<file path="src/rtl/bus_addr_router_if.sv">
// Register-bus bundle for bus_addr_router: upstream request/response plus the
// per-slave request/read-data lanes. The router takes the slave view.
interface bus_addr_router_if #(
    parameter int ADDR_WIDTH = 32,
    parameter int DATA_WIDTH = 32,
    parameter int COUNT      = 2
);
    logic                        s_req_valid;
    logic                        s_req_ready;
    logic                        s_req_wr;
    logic [ADDR_WIDTH-1:0]       s_req_addr;
    logic [DATA_WIDTH-1:0]       s_req_wdata;
    logic                        s_rsp_valid;
    logic                        s_rsp_err;
    logic [DATA_WIDTH-1:0]       s_rsp_rdata;
    logic [COUNT-1:0]            m_req_valid;
    logic [COUNT-1:0]            m_req_ready;
    logic                        m_req_wr;
    logic [ADDR_WIDTH-1:0]       m_req_addr;
    logic [DATA_WIDTH-1:0]       m_req_wdata;
    logic [COUNT-1:0]            m_rsp_valid;
    logic [COUNT*DATA_WIDTH-1:0] m_rsp_rdata;

    // The router sits on this side: it answers upstream and drives the slaves
    modport slave (
        input  s_req_valid, s_req_wr, s_req_addr, s_req_wdata,
        input  m_req_ready, m_rsp_valid, m_rsp_rdata,
        output s_req_ready, s_rsp_valid, s_rsp_err, s_rsp_rdata,
        output m_req_valid, m_req_wr, m_req_addr, m_req_wdata
    );

    modport master (
        output s_req_valid, s_req_wr, s_req_addr, s_req_wdata,
        output m_req_ready, m_rsp_valid, m_rsp_rdata,
        input  s_req_ready, s_rsp_valid, s_rsp_err, s_rsp_rdata,
        input  m_req_valid, m_req_wr, m_req_addr, m_req_wdata
    );
endinterface

</file>
<file path="src/rtl/bus_addr_router.sv">
// Single-outstanding register-bus router with a built-in mask/compare decoder.
// Optional slave watchdog is enabled by defining BUS_ADDR_ROUTER_TIMEOUT_EN.
module address_selector #(
    parameter int                            ADDR_WIDTH = 32,
    parameter int                            ADDR_ALIGN = 32,
    parameter int                            COUNT      = 2,
    parameter int                            SEL_WIDTH  = 1,
    parameter logic [COUNT*ADDR_ALIGN-1:0]   ADDR_MASK  = '0,
    parameter logic [COUNT*ADDR_ALIGN-1:0]   ADDR_COMP  = '0
) (
    input  logic [ADDR_WIDTH-1:0] addr,
    output logic [SEL_WIDTH-1:0]  selector,
    output logic                  nmatch
);
    logic [ADDR_ALIGN-1:0] addr_fit;

    generate
        if (ADDR_ALIGN > ADDR_WIDTH) begin : g_widen
            assign addr_fit = {{(ADDR_ALIGN-ADDR_WIDTH){1'b0}}, addr};
        end else begin : g_narrow
            assign addr_fit = addr[ADDR_ALIGN-1:0];
        end
    endgenerate

    // Scan from the top so the lowest-index match is the one left standing
    always_comb begin
        selector = '0;
        nmatch   = 1'b1;
        for (int i = COUNT - 1; i >= 0; i--) begin
            if ((addr_fit & ADDR_MASK[i*ADDR_ALIGN +: ADDR_ALIGN]) ==
                ADDR_COMP[i*ADDR_ALIGN +: ADDR_ALIGN]) begin
                selector = i[SEL_WIDTH-1:0];
                nmatch   = 1'b0;
            end
        end
    end
endmodule

module bus_addr_router #(
    parameter int                            ADDR_WIDTH   = 32,
    parameter int                            DATA_WIDTH   = 32,
    parameter int                            ADDR_ALIGN   = 32,
    parameter int                            COUNT        = 2,
    parameter logic [COUNT*ADDR_ALIGN-1:0]   ADDR_MASK    = '0,
    parameter logic [COUNT*ADDR_ALIGN-1:0]   ADDR_COMP    = '0,
    parameter int                            TIMEOUT_BITS = 8
) (
    input  logic              clk,
    input  logic              rst_n,
    bus_addr_router_if.slave  bus
);
    localparam int SEL_WIDTH = (COUNT > 1) ? $clog2(COUNT) : 1;

    typedef enum logic [1:0] {
        IDLE,
        FWD,
        RWAIT,
        RESP
    } state_t;

    state_t                 state;
    state_t                 state_next;
    logic [SEL_WIDTH-1:0]   dec_sel;
    logic                   dec_nmatch;
    logic [SEL_WIDTH-1:0]   sel;
    logic                   wr_q;
    logic [ADDR_WIDTH-1:0]  addr_q;
    logic [DATA_WIDTH-1:0]  wdata_q;
    logic                   rsp_err_q;
    logic                   rsp_err_next;
    logic [DATA_WIDTH-1:0]  rsp_rdata_q;
    logic [DATA_WIDTH-1:0]  rsp_rdata_next;
    logic                   accept;
    logic                   expire;
    logic                   sel_ready;
    logic                   sel_rsp;
    logic [DATA_WIDTH-1:0]  sel_rdata;
    logic [COUNT-1:0]       sel_onehot;

    address_selector #(
        .ADDR_WIDTH (ADDR_WIDTH),
        .ADDR_ALIGN (ADDR_ALIGN),
        .COUNT      (COUNT),
        .SEL_WIDTH  (SEL_WIDTH),
        .ADDR_MASK  (ADDR_MASK),
        .ADDR_COMP  (ADDR_COMP)
    ) u_decoder (
        .addr     (bus.s_req_addr),
        .selector (dec_sel),
        .nmatch   (dec_nmatch)
    );

    assign accept = bus.s_req_valid && (state == IDLE);

    // Only the selected slave's lanes are ever looked at
    always_comb begin
        sel_ready  = 1'b0;
        sel_rsp    = 1'b0;
        sel_rdata  = '0;
        sel_onehot = '0;
        for (int i = 0; i < COUNT; i++) begin
            if (sel == i[SEL_WIDTH-1:0]) begin
                sel_ready     = bus.m_req_ready[i];
                sel_rsp       = bus.m_rsp_valid[i];
                sel_rdata     = bus.m_rsp_rdata[i*DATA_WIDTH +: DATA_WIDTH];
                sel_onehot[i] = 1'b1;
            end
        end
    end

`ifdef BUS_ADDR_ROUTER_TIMEOUT_EN
    logic [TIMEOUT_BITS-1:0] wd_count;
    logic [TIMEOUT_BITS-1:0] wd_inc;

    assign wd_inc = wd_count + TIMEOUT_BITS'(1);
    assign expire = ((state == FWD) || (state == RWAIT)) && (&wd_inc);

    always_ff @(posedge clk or negedge rst_n) begin
        if (!rst_n) begin
            wd_count <= '0;
        end else if (accept) begin
            wd_count <= '0;
        end else if ((state == FWD) || (state == RWAIT)) begin
            wd_count <= wd_inc;
        end
    end
`else
    assign expire = 1'b0;
`endif

    always_ff @(posedge clk or negedge rst_n) begin
        if (!rst_n) begin
            state       <= IDLE;
            sel         <= '0;
            wr_q        <= 1'b0;
            addr_q      <= '0;
            wdata_q     <= '0;
            rsp_err_q   <= 1'b0;
            rsp_rdata_q <= '0;
        end else begin
            state       <= state_next;
            rsp_err_q   <= rsp_err_next;
            rsp_rdata_q <= rsp_rdata_next;
            if (accept) begin
                sel     <= dec_sel;
                wr_q    <= bus.s_req_wr;
                addr_q  <= bus.s_req_addr;
                wdata_q <= bus.s_req_wdata;
            end
        end
    end

    // Slave handshakes and read data win over a watchdog expiry in the same cycle
    always_comb begin
        state_next     = state;
        rsp_err_next   = rsp_err_q;
        rsp_rdata_next = rsp_rdata_q;
        case (state)
            IDLE: begin
                if (accept) begin
                    if (dec_nmatch) begin
                        state_next     = RESP;
                        rsp_err_next   = 1'b1;
                        rsp_rdata_next = '1;
                    end else begin
                        state_next = FWD;
                    end
                end
            end
            FWD: begin
                if (sel_ready) begin
                    if (wr_q) begin
                        state_next     = RESP;
                        rsp_err_next   = 1'b0;
                        rsp_rdata_next = '0;
                    end else begin
                        state_next = RWAIT;
                    end
                end else if (expire) begin
                    state_next     = RESP;
                    rsp_err_next   = 1'b1;
                    rsp_rdata_next = '1;
                end
            end
            RWAIT: begin
                if (sel_rsp) begin
                    state_next     = RESP;
                    rsp_err_next   = 1'b0;
                    rsp_rdata_next = sel_rdata;
                end else if (expire) begin
                    state_next     = RESP;
                    rsp_err_next   = 1'b1;
                    rsp_rdata_next = '1;
                end
            end
            RESP: begin
                state_next = IDLE;
            end
            default: begin
                state_next = IDLE;
            end
        endcase
    end

    assign bus.s_req_ready = (state == IDLE);
    assign bus.s_rsp_valid = (state == RESP);
    assign bus.s_rsp_err   = rsp_err_q;
    assign bus.s_rsp_rdata = rsp_rdata_q;
    assign bus.m_req_valid = (state == FWD) ? sel_onehot : '0;
    assign bus.m_req_wr    = wr_q;
    assign bus.m_req_addr  = addr_q;
    assign bus.m_req_wdata = wdata_q;
endmodule

</file>
<file path="src/flat_wrapper.sv">
// flat-port wrapper written by rule: the top's interface ports become plain ports
module bus_addr_router_flat 
#(
    parameter int                            ADDR_WIDTH   = 32,
    parameter int                            DATA_WIDTH   = 32,
    parameter int                            ADDR_ALIGN   = 32,
    parameter int                            COUNT        = 2,
    parameter logic [COUNT*ADDR_ALIGN-1:0]   ADDR_MASK    = '0,
    parameter logic [COUNT*ADDR_ALIGN-1:0]   ADDR_COMP    = '0,
    parameter int                            TIMEOUT_BITS = 8
)
  (clk, rst_n, bus_s_req_valid, bus_s_req_wr, bus_s_req_addr, bus_s_req_wdata, bus_m_req_ready, bus_m_rsp_valid, bus_m_rsp_rdata, bus_s_req_ready, bus_s_rsp_valid, bus_s_rsp_err, bus_s_rsp_rdata, bus_m_req_valid, bus_m_req_wr, bus_m_req_addr, bus_m_req_wdata);
  bus_addr_router_if #(.ADDR_WIDTH(ADDR_WIDTH), .DATA_WIDTH(DATA_WIDTH), .COUNT(COUNT)) bus_i ();
  input  logic clk;
  input  logic rst_n;
  input wire logic [$bits(bus_i.s_req_valid)-1:0] bus_s_req_valid;
  input wire logic [$bits(bus_i.s_req_wr)-1:0] bus_s_req_wr;
  input wire logic [$bits(bus_i.s_req_addr)-1:0] bus_s_req_addr;
  input wire logic [$bits(bus_i.s_req_wdata)-1:0] bus_s_req_wdata;
  input wire logic [$bits(bus_i.m_req_ready)-1:0] bus_m_req_ready;
  input wire logic [$bits(bus_i.m_rsp_valid)-1:0] bus_m_rsp_valid;
  input wire logic [$bits(bus_i.m_rsp_rdata)-1:0] bus_m_rsp_rdata;
  output wire logic [$bits(bus_i.s_req_ready)-1:0] bus_s_req_ready;
  output wire logic [$bits(bus_i.s_rsp_valid)-1:0] bus_s_rsp_valid;
  output wire logic [$bits(bus_i.s_rsp_err)-1:0] bus_s_rsp_err;
  output wire logic [$bits(bus_i.s_rsp_rdata)-1:0] bus_s_rsp_rdata;
  output wire logic [$bits(bus_i.m_req_valid)-1:0] bus_m_req_valid;
  output wire logic [$bits(bus_i.m_req_wr)-1:0] bus_m_req_wr;
  output wire logic [$bits(bus_i.m_req_addr)-1:0] bus_m_req_addr;
  output wire logic [$bits(bus_i.m_req_wdata)-1:0] bus_m_req_wdata;
  assign bus_i.s_req_valid = bus_s_req_valid;
  assign bus_i.s_req_wr = bus_s_req_wr;
  assign bus_i.s_req_addr = bus_s_req_addr;
  assign bus_i.s_req_wdata = bus_s_req_wdata;
  assign bus_i.m_req_ready = bus_m_req_ready;
  assign bus_i.m_rsp_valid = bus_m_rsp_valid;
  assign bus_i.m_rsp_rdata = bus_m_rsp_rdata;
  assign bus_s_req_ready = bus_i.s_req_ready;
  assign bus_s_rsp_valid = bus_i.s_rsp_valid;
  assign bus_s_rsp_err = bus_i.s_rsp_err;
  assign bus_s_rsp_rdata = bus_i.s_rsp_rdata;
  assign bus_m_req_valid = bus_i.m_req_valid;
  assign bus_m_req_wr = bus_i.m_req_wr;
  assign bus_m_req_addr = bus_i.m_req_addr;
  assign bus_m_req_wdata = bus_i.m_req_wdata;
  bus_addr_router #(.ADDR_WIDTH(ADDR_WIDTH), .DATA_WIDTH(DATA_WIDTH), .ADDR_ALIGN(ADDR_ALIGN), .COUNT(COUNT), .ADDR_MASK(ADDR_MASK), .ADDR_COMP(ADDR_COMP), .TIMEOUT_BITS(TIMEOUT_BITS)) u_core (.clk(clk), .rst_n(rst_n), .bus(bus_i));
endmodule
</file>
<file path="config.mk">
export PLATFORM = sky130hd
export DESIGN_NAME = bus_addr_router_flat
export DESIGN_NICKNAME = d
export VERILOG_FILES = /design/src/rtl/bus_addr_router_if.sv /design/src/rtl/bus_addr_router.sv /design/src/flat_wrapper.sv
export SDC_FILE = /design/constraint.sdc
export NUM_CORES = 1
export LEC_CHECK = 0
export CORE_MARGIN = 3
export CORE_UTILIZATION = 30
export CTS_BUF_LIST = sky130_fd_sc_hd__clkbuf_4
export DETAILED_ROUTE_END_ITERATION = 10
export SETUP_SLACK_MARGIN = 0.05
export SLEW_MARGIN = 20
export SYNTH_ARGS = -nofsm -noshare
export SYNTH_HDL_FRONTEND = slang
export SYNTH_HIERARCHICAL = 1
export SYNTH_SLANG_ARGS = --single-unit
</file>
<file path="constraint.sdc">
create_clock -name clk -period 5.25 [get_ports clk]
set_clock_uncertainty 0.1 [all_clocks]
set_input_delay 1.05 -clock clk [delete_from_list [all_inputs] [get_ports clk]]
set_output_delay 1.05 -clock clk [all_outputs]
set_load 0.02 [all_outputs]
</file>
==> metrics, run 1 <==
DP Cell Count between 700 and 800; H-tree levels 3; CTS clk-pin slew, worst paths between 0.1 and 0.15 ns; HPWL Detailed roughly 9.4 mm; DR vias/cell 4.58; width of the die ~130 microns; Achievable Freq around 300 MHz; Period Utilization, post-route 0.628; hold_buf cts 0; worst hold path endpoint u_core/bus.m_req_addr[7]; I/O pins 238; area of the core roughly 15000 sq um; met2 wire len about 6.1 mm; kind of critical path reg2out; worst r2r src u_core/state[0]; post-synth top area cell dfrtp_1; RSZ-0062 raised after global routing false; Fin. Hold Viols 0; HP Class reg2reg; worst setup path startpoint u_core/state[1]; Worst Reg2Reg Path Length in Cells 6; clk root buf clkbuf_4; main area contributors after synthesis dfrtp_1 55%, mux2_1 17%, mux2_4 9.6%; R2R setup slack between 2 and 2.5 ns; routability cong. slightly above 0.7; Critical Path End Type output port; number of global-route vias before repair 3736; DRT Pass-1 Iters 3; 1st-iter DRT viols 73; normalized max-slew margin 0.306; dpl ws around 1.8 ns; Non-Filler Instances about 730; All-Layer GR Usage 0.150; fin nets ~700; routed wire length about 13 mm; final setup margin slightly below 2 ns; crit-path max FO 6; PD cells roughly 620 nW/um^2; Leakage 3.03 nW; highest routed metal layer met4; post-synthesis sequential area ratio 0.555; final core occ 0.490; Critical Path AT between 2 and 2.5 ns; DRC violations left 0; status complete, no violations; ys flop type dfrtp_1; post-CTS setup repair buffer count 0; Post-synth EDFFs 0; worst hold stages 1; via count 3359; DRT met1 WL 4.95 mm; buffer levels on the longest clock path 2; # port buffers about 240; TritonCTS sink count roughly 100; Max Cap Viol 0; CTS tree yes; VDD IR-drop max between 0.0002 and 0.0003 V; Area growth, synth to finish 58.2%; yosys warns 6; Mapped Cells between 300 and 400; largest net degree at the start of global routing 67; startpoint types flop; asr flop ratio synth 1.00; die height 129 microns; worst-margin pin slew approximately 1.0 ns; Tmin final roughly 3.3 ns; first-pass GRT wire length just under 20 mm; starting density of the core 0.310; initial antenna violation count 0; CTS Buf Count 9; reg2reg end u_core/bus.s_rsp_rdata[31]; Avg Cell Area, Syn 14.5 sq um; DIE AREA roughly 17000 sq um; Final Slew Violations 0; Post-DRT Antenna Nets 0; total gr overflow 0; DR WL met3 1.43 mm; # diodes 0; Required @ worst endpoint 4.10 ns; PostCTS Resize Cnt 0; layout cells sized above 1 0.0965; std cell rows 44; Distinct cells, synth 22; worst hold start u_core/bus.m_req_addr[7]; mapped cell area approximately 4600 sq um; Worst-Skew Late Latency ~0.46 ns; routed len/inst between 15 and 20 microns; #FFs+latches synth slightly above 100; setup violators final 0; setup TNS 0 ns; top-area cell type share of the netlist area 0.555
==> registers in the layout (all words and copies together), names as in the netlist <==
name	count
u_core/bus.s_rsp_err	1
u_core/bus.m_req_addr	32
u_core/bus.m_req_wdata	32
u_core/state	2
u_core/sel	1
u_core/bus.m_req_wr	1
u_core/bus.s_rsp_rdata	32
==> final cells by class <==
type | count | area (sq um)
Clock inverter | 7 | 66.3
Fill cell | 1292 | 7490
Sequential cell | 101 | 2530
Tap cell | 184 | 230
Clock buffer | 9 | 67.6
Timing Repair Buffer | 242 | 2410
Multi-Input combinational cell | 186 | 1890
Inverter | 4 | 15.0
==> cell usage in the layout (no fill, tap or decap) <==
master / Yosys / final
dfrtp_1: 101 / 100
nand2_2: 0 / 1
nor2b_4: 0 / 1
clkinv_2: 0 / 1
ha_1: 4 / 4
a211oi_1: 1 / 1
clkinvlp_4: 0 / 2
bufinv_16: 0 / 1
dfrtp_2: 0 / 1
a22o_1: 1 / 1
inv_1: 4 / 4
conb_1: 1 / 2
clkdlybuf4s50_1: 0 / 236
mux2_1: 69 / 69
clkinv_1: 0 / 2
o21ai_0: 1 / 1
buf_4: 2 / 6
mux2i_1: 37 / 37
nor2b_1: 3 / 2
o21ai_1: 1 / 1
nand2_1: 2 / 1
mux2_4: 29 / 29
and2_1: 1 / 1
clkinv_4: 0 / 1
nand3b_1: 1 / 1
a21oi_1: 33 / 33
clkbuf_4: 0 / 9
a2111o_2: 0 / 1
==> report_power, final <==
group / internal [mW] / switching (mW)
logic: 1.42 / 1.26
registers: 1.16 / 0.219
clock network: 0.142 / 0.259
total: 2.72 / 1.73
==> metrics by stage <==
stage	hold slack, ns	power [mW]	cell area (sq um)
finish	0.404	4.46	7210
global route	0.426	4.74	7210
CTS	0.413	4.54	7210
detailed placement	0.380	4.11	7080
global placement	0.373	4.04	7070
floorplan	0.469	2.99	4560
==> worst max-delay path, cell delays in order (launching register included) <==
cell	delay, ns
dfrtp_1	0.42
inv_1	0.12
ha_1	0.36
nor2b_1	0.17
clkdlybuf4s50_1	0.61
==> cell families after synthesis <==
group / count (synthesis) / synth area share
other: 1 / 0.000823
DFF: 101 / 0.555
muxes: 135 / 0.347
AOI/OAI and AO/OA: 38 / 0.0445
adders and majority gates: 4 / 0.0110
buffers and inverters: 29 / 0.0329
and+or+nand+nor: 7 / 0.00879
==> cell usage after synthesis, types with 2 or more instances <==
master and number:
dfrtp_1 101, mux2_1 69, mux2i_1 37, a21oi_1 33, mux2_4 29, clkbuf_1 13
buf_6 4, ha_1 4, inv_1 4, buf_1 3, buf_2 3, nor2b_1 3
buf_4 2, nand2_1 2
==> per-layer routing <==
| layer | vias up | GRT usage |
|---|---|---|
| met2 | 138 | 0.261 |
| met1 | 1644 | 0.165 |
| met4 | 0 | 0.0315 |
| li1 | 1570 | - |
| met5 | - | 0 |
| met3 | 7 | 0.0767 |
==> worst max-delay path by stage <==
stage | endpoint
floorplan | u_core/bus.s_rsp_rdata[10]
CTS | bus_m_req_valid[0]
global placement | u_core/bus.s_rsp_rdata[31]
finish | bus_m_req_valid[0]
detailed placement | u_core/bus.s_rsp_rdata[31]
global route | bus_m_req_valid[0]
No activity file was read; power rests on OpenSTA's default activity.
==> run 2, diff against run 1 <==
Clock period 5.25 ns to 3.4 ns, I/O delays scaled along.
==> metrics, run 2 (synthesis results as in run 1) <==
setup TNS 0 ns (unchanged); hold_buf cts 0 (unchanged); die height 129 microns (unchanged); status complete, no violations; most frequent cells in the layout 236 x clkdlybuf4s50_1, 100 x dfrtp_1, 69 x mux2_1; area of the core 14700 sq um (unchanged); # port buffers 237 (unchanged); VDD IR-drop max 0.000492 V (+73%); Max Cap Viol 0 (unchanged); CTS Buf Count 9 (unchanged); RSZ-0062 raised after global routing false; post-CTS setup repair buffer count 0 (unchanged); normalized max-slew margin 0.473 (+0.167); width of the die 129 microns (unchanged); HPWL Detailed 9.44 mm (+0.84%); crit-path max FO 25 (+19); routed len/inst 16.9 microns (-1.4%); Post-DRT Antenna Nets 0 (unchanged); Achievable Freq between 300 and 400 MHz; starting density of the core 0.310 (unchanged); PostCTS Resize Cnt 0 (unchanged); DRC violations left 0 (unchanged); routability cong. 0.700 (-2.8%); number of global-route vias before repair 3661 (-2.0%); Area growth, synth to finish 59.1%; setup violators final 0 (unchanged); Final Power 6.85 mW (+54%); PD cells 945 nW/um^2 (+53%); Non-Filler Instances 737 (+0.55%); Fin. Hold Viols 0 (unchanged); buffer levels on the longest clock path 2 (unchanged); area used by multi-input combinational logic 1890 sq um (-0.26%); Worst-Skew Late Latency 0.45 ns (about the same); HP Class in2async; H-tree levels 3 (unchanged); TritonCTS sink count 101 (unchanged); DRT Pass-1 Iters 3 (unchanged); commonest non-fill, non-tap cell in the layout clkdlybuf4s50_1; worst-margin pin slew 0.791 ns (-0.250 ns); layout cells sized above 1 0.103 (+0.00672); largest net degree at the start of global routing 61 (-9.0%); CTS clk-pin slew, worst paths 0.15 ns (about the same); Tmin final 2.95 ns; total gr overflow 0 (unchanged); DP Cell Count 720 (+0.42%); via count 3354 (-0.15%); fill cell count 1307 (+1.2%); Leakage 3.05 nW (+0.57%); 1st-iter DRT viols 104 (+42%); std cell rows 44 (unchanged); routed wire length 12.5 mm (-0.91%); Hold WS 0.161 ns (-0.243 ns); clk root buf clkbuf_4; Final Slew Violations 0 (unchanged); Seq. cell area 2530 sq um (unchanged); DR vias/cell 4.55 (-0.69%); Required @ worst endpoint 2.62 ns (-1.48 ns); Period Utilization, post-route 0.867; fin nets 687 (+0.44%); Critical Path AT 2.17 ns (+0.03 ns); Critical Path End Type output port; startpoint types flop; CTS tree yes; initial antenna violation count 1 (+1); DIE AREA 16700 sq um (unchanged); All-Layer GR Usage 0.148 (-0.00182); kind of critical path reg2out; I/O pins 238 (unchanged); first-pass GRT wire length 19.3 mm (-1.3%)
run 2: path summary, 6_finish.rpt:
| kind | slack (ns) | start | depth (start not counted) | endpoint |
|---|---|---|---|---|
| max in group asynchronous | 2.29 | rst_n | 2 | u_core/bus.m_req_addr[10] |
| min in group clk | 0.41 | u_core/bus.s_rsp_rdata[0] | 1 | u_core/bus.s_rsp_rdata[0] |
| hold / removal | 0.16 | rst_n | 1 | u_core/bus.s_rsp_rdata[17] |
| setup reg to reg | 0.92 | u_core/sel | 5 | u_core/bus.s_rsp_rdata[31] |
| setup / recovery | 0.45 | u_core/sel | 3 | bus_m_req_valid[0] |
| hold reg to reg | 0.41 | u_core/bus.s_rsp_rdata[0] | 1 | u_core/bus.s_rsp_rdata[0] |
run 2: critical path, cell delays in order (launching register included):
cell and delay, ns:
dfrtp_2 0.62, buf_4 0.45, nor2b_1 0.08, clkdlybuf4s50_1 0.55
run 2: layout make-up:
type,instances,area share
Multi-Input combinational cell,186,0.261
Tap cell,184,0.0318
Clock buffer,10,0.0104
Antenna cell,1,0.000345
Sequential cell,101,0.349
Clock inverter,6,0.00552
Timing Repair Buffer,245,0.340
Inverter,4,0.00207
run 2: metal layers:
metal  vias up  GRT usage  part of all wire
li1       1582          -                 -
met1      1618      0.174              0.40
met2       139      0.244              0.47
met3        15     0.0627              0.11
met4         0     0.0537             0.018
met5         -          0                 0
run 2: power by group:
| part | total, mW | switching [mW] | internal, mW |
|---|---|---|---|
| sequential | 2.12 | 0.328 | 1.79 |
| combinational | 4.17 | 1.95 | 2.22 |
| clock | 0.560 | 0.404 | 0.156 |
| total | 6.85 | 2.68 | 4.17 |
run 2: metrics by stage:
| stage | instance area (sq um) | util | worst slack [ns] |
|---|---|---|---|
| 2_1_floorplan | 4560 | - | 1.21 |
| 3_3_place_gp | 7130 | 0.485 | 0.478 |
| 3_5_place_dp | 7130 | 0.485 | 0.432 |
| 4_1_cts | 7250 | 0.493 | 0.358 |
| 5_1_grt | 7250 | 0.493 | 0.289 |
| 6_report | 7250 | 0.493 | 0.452 |
==> run 3, diff against run 2 <==
Settings changed: SETUP_SLACK_MARGIN 0.05 to unset.
==> results of run 3 <==
The final DEF is identical to that of run 2; final timing and power are the same.
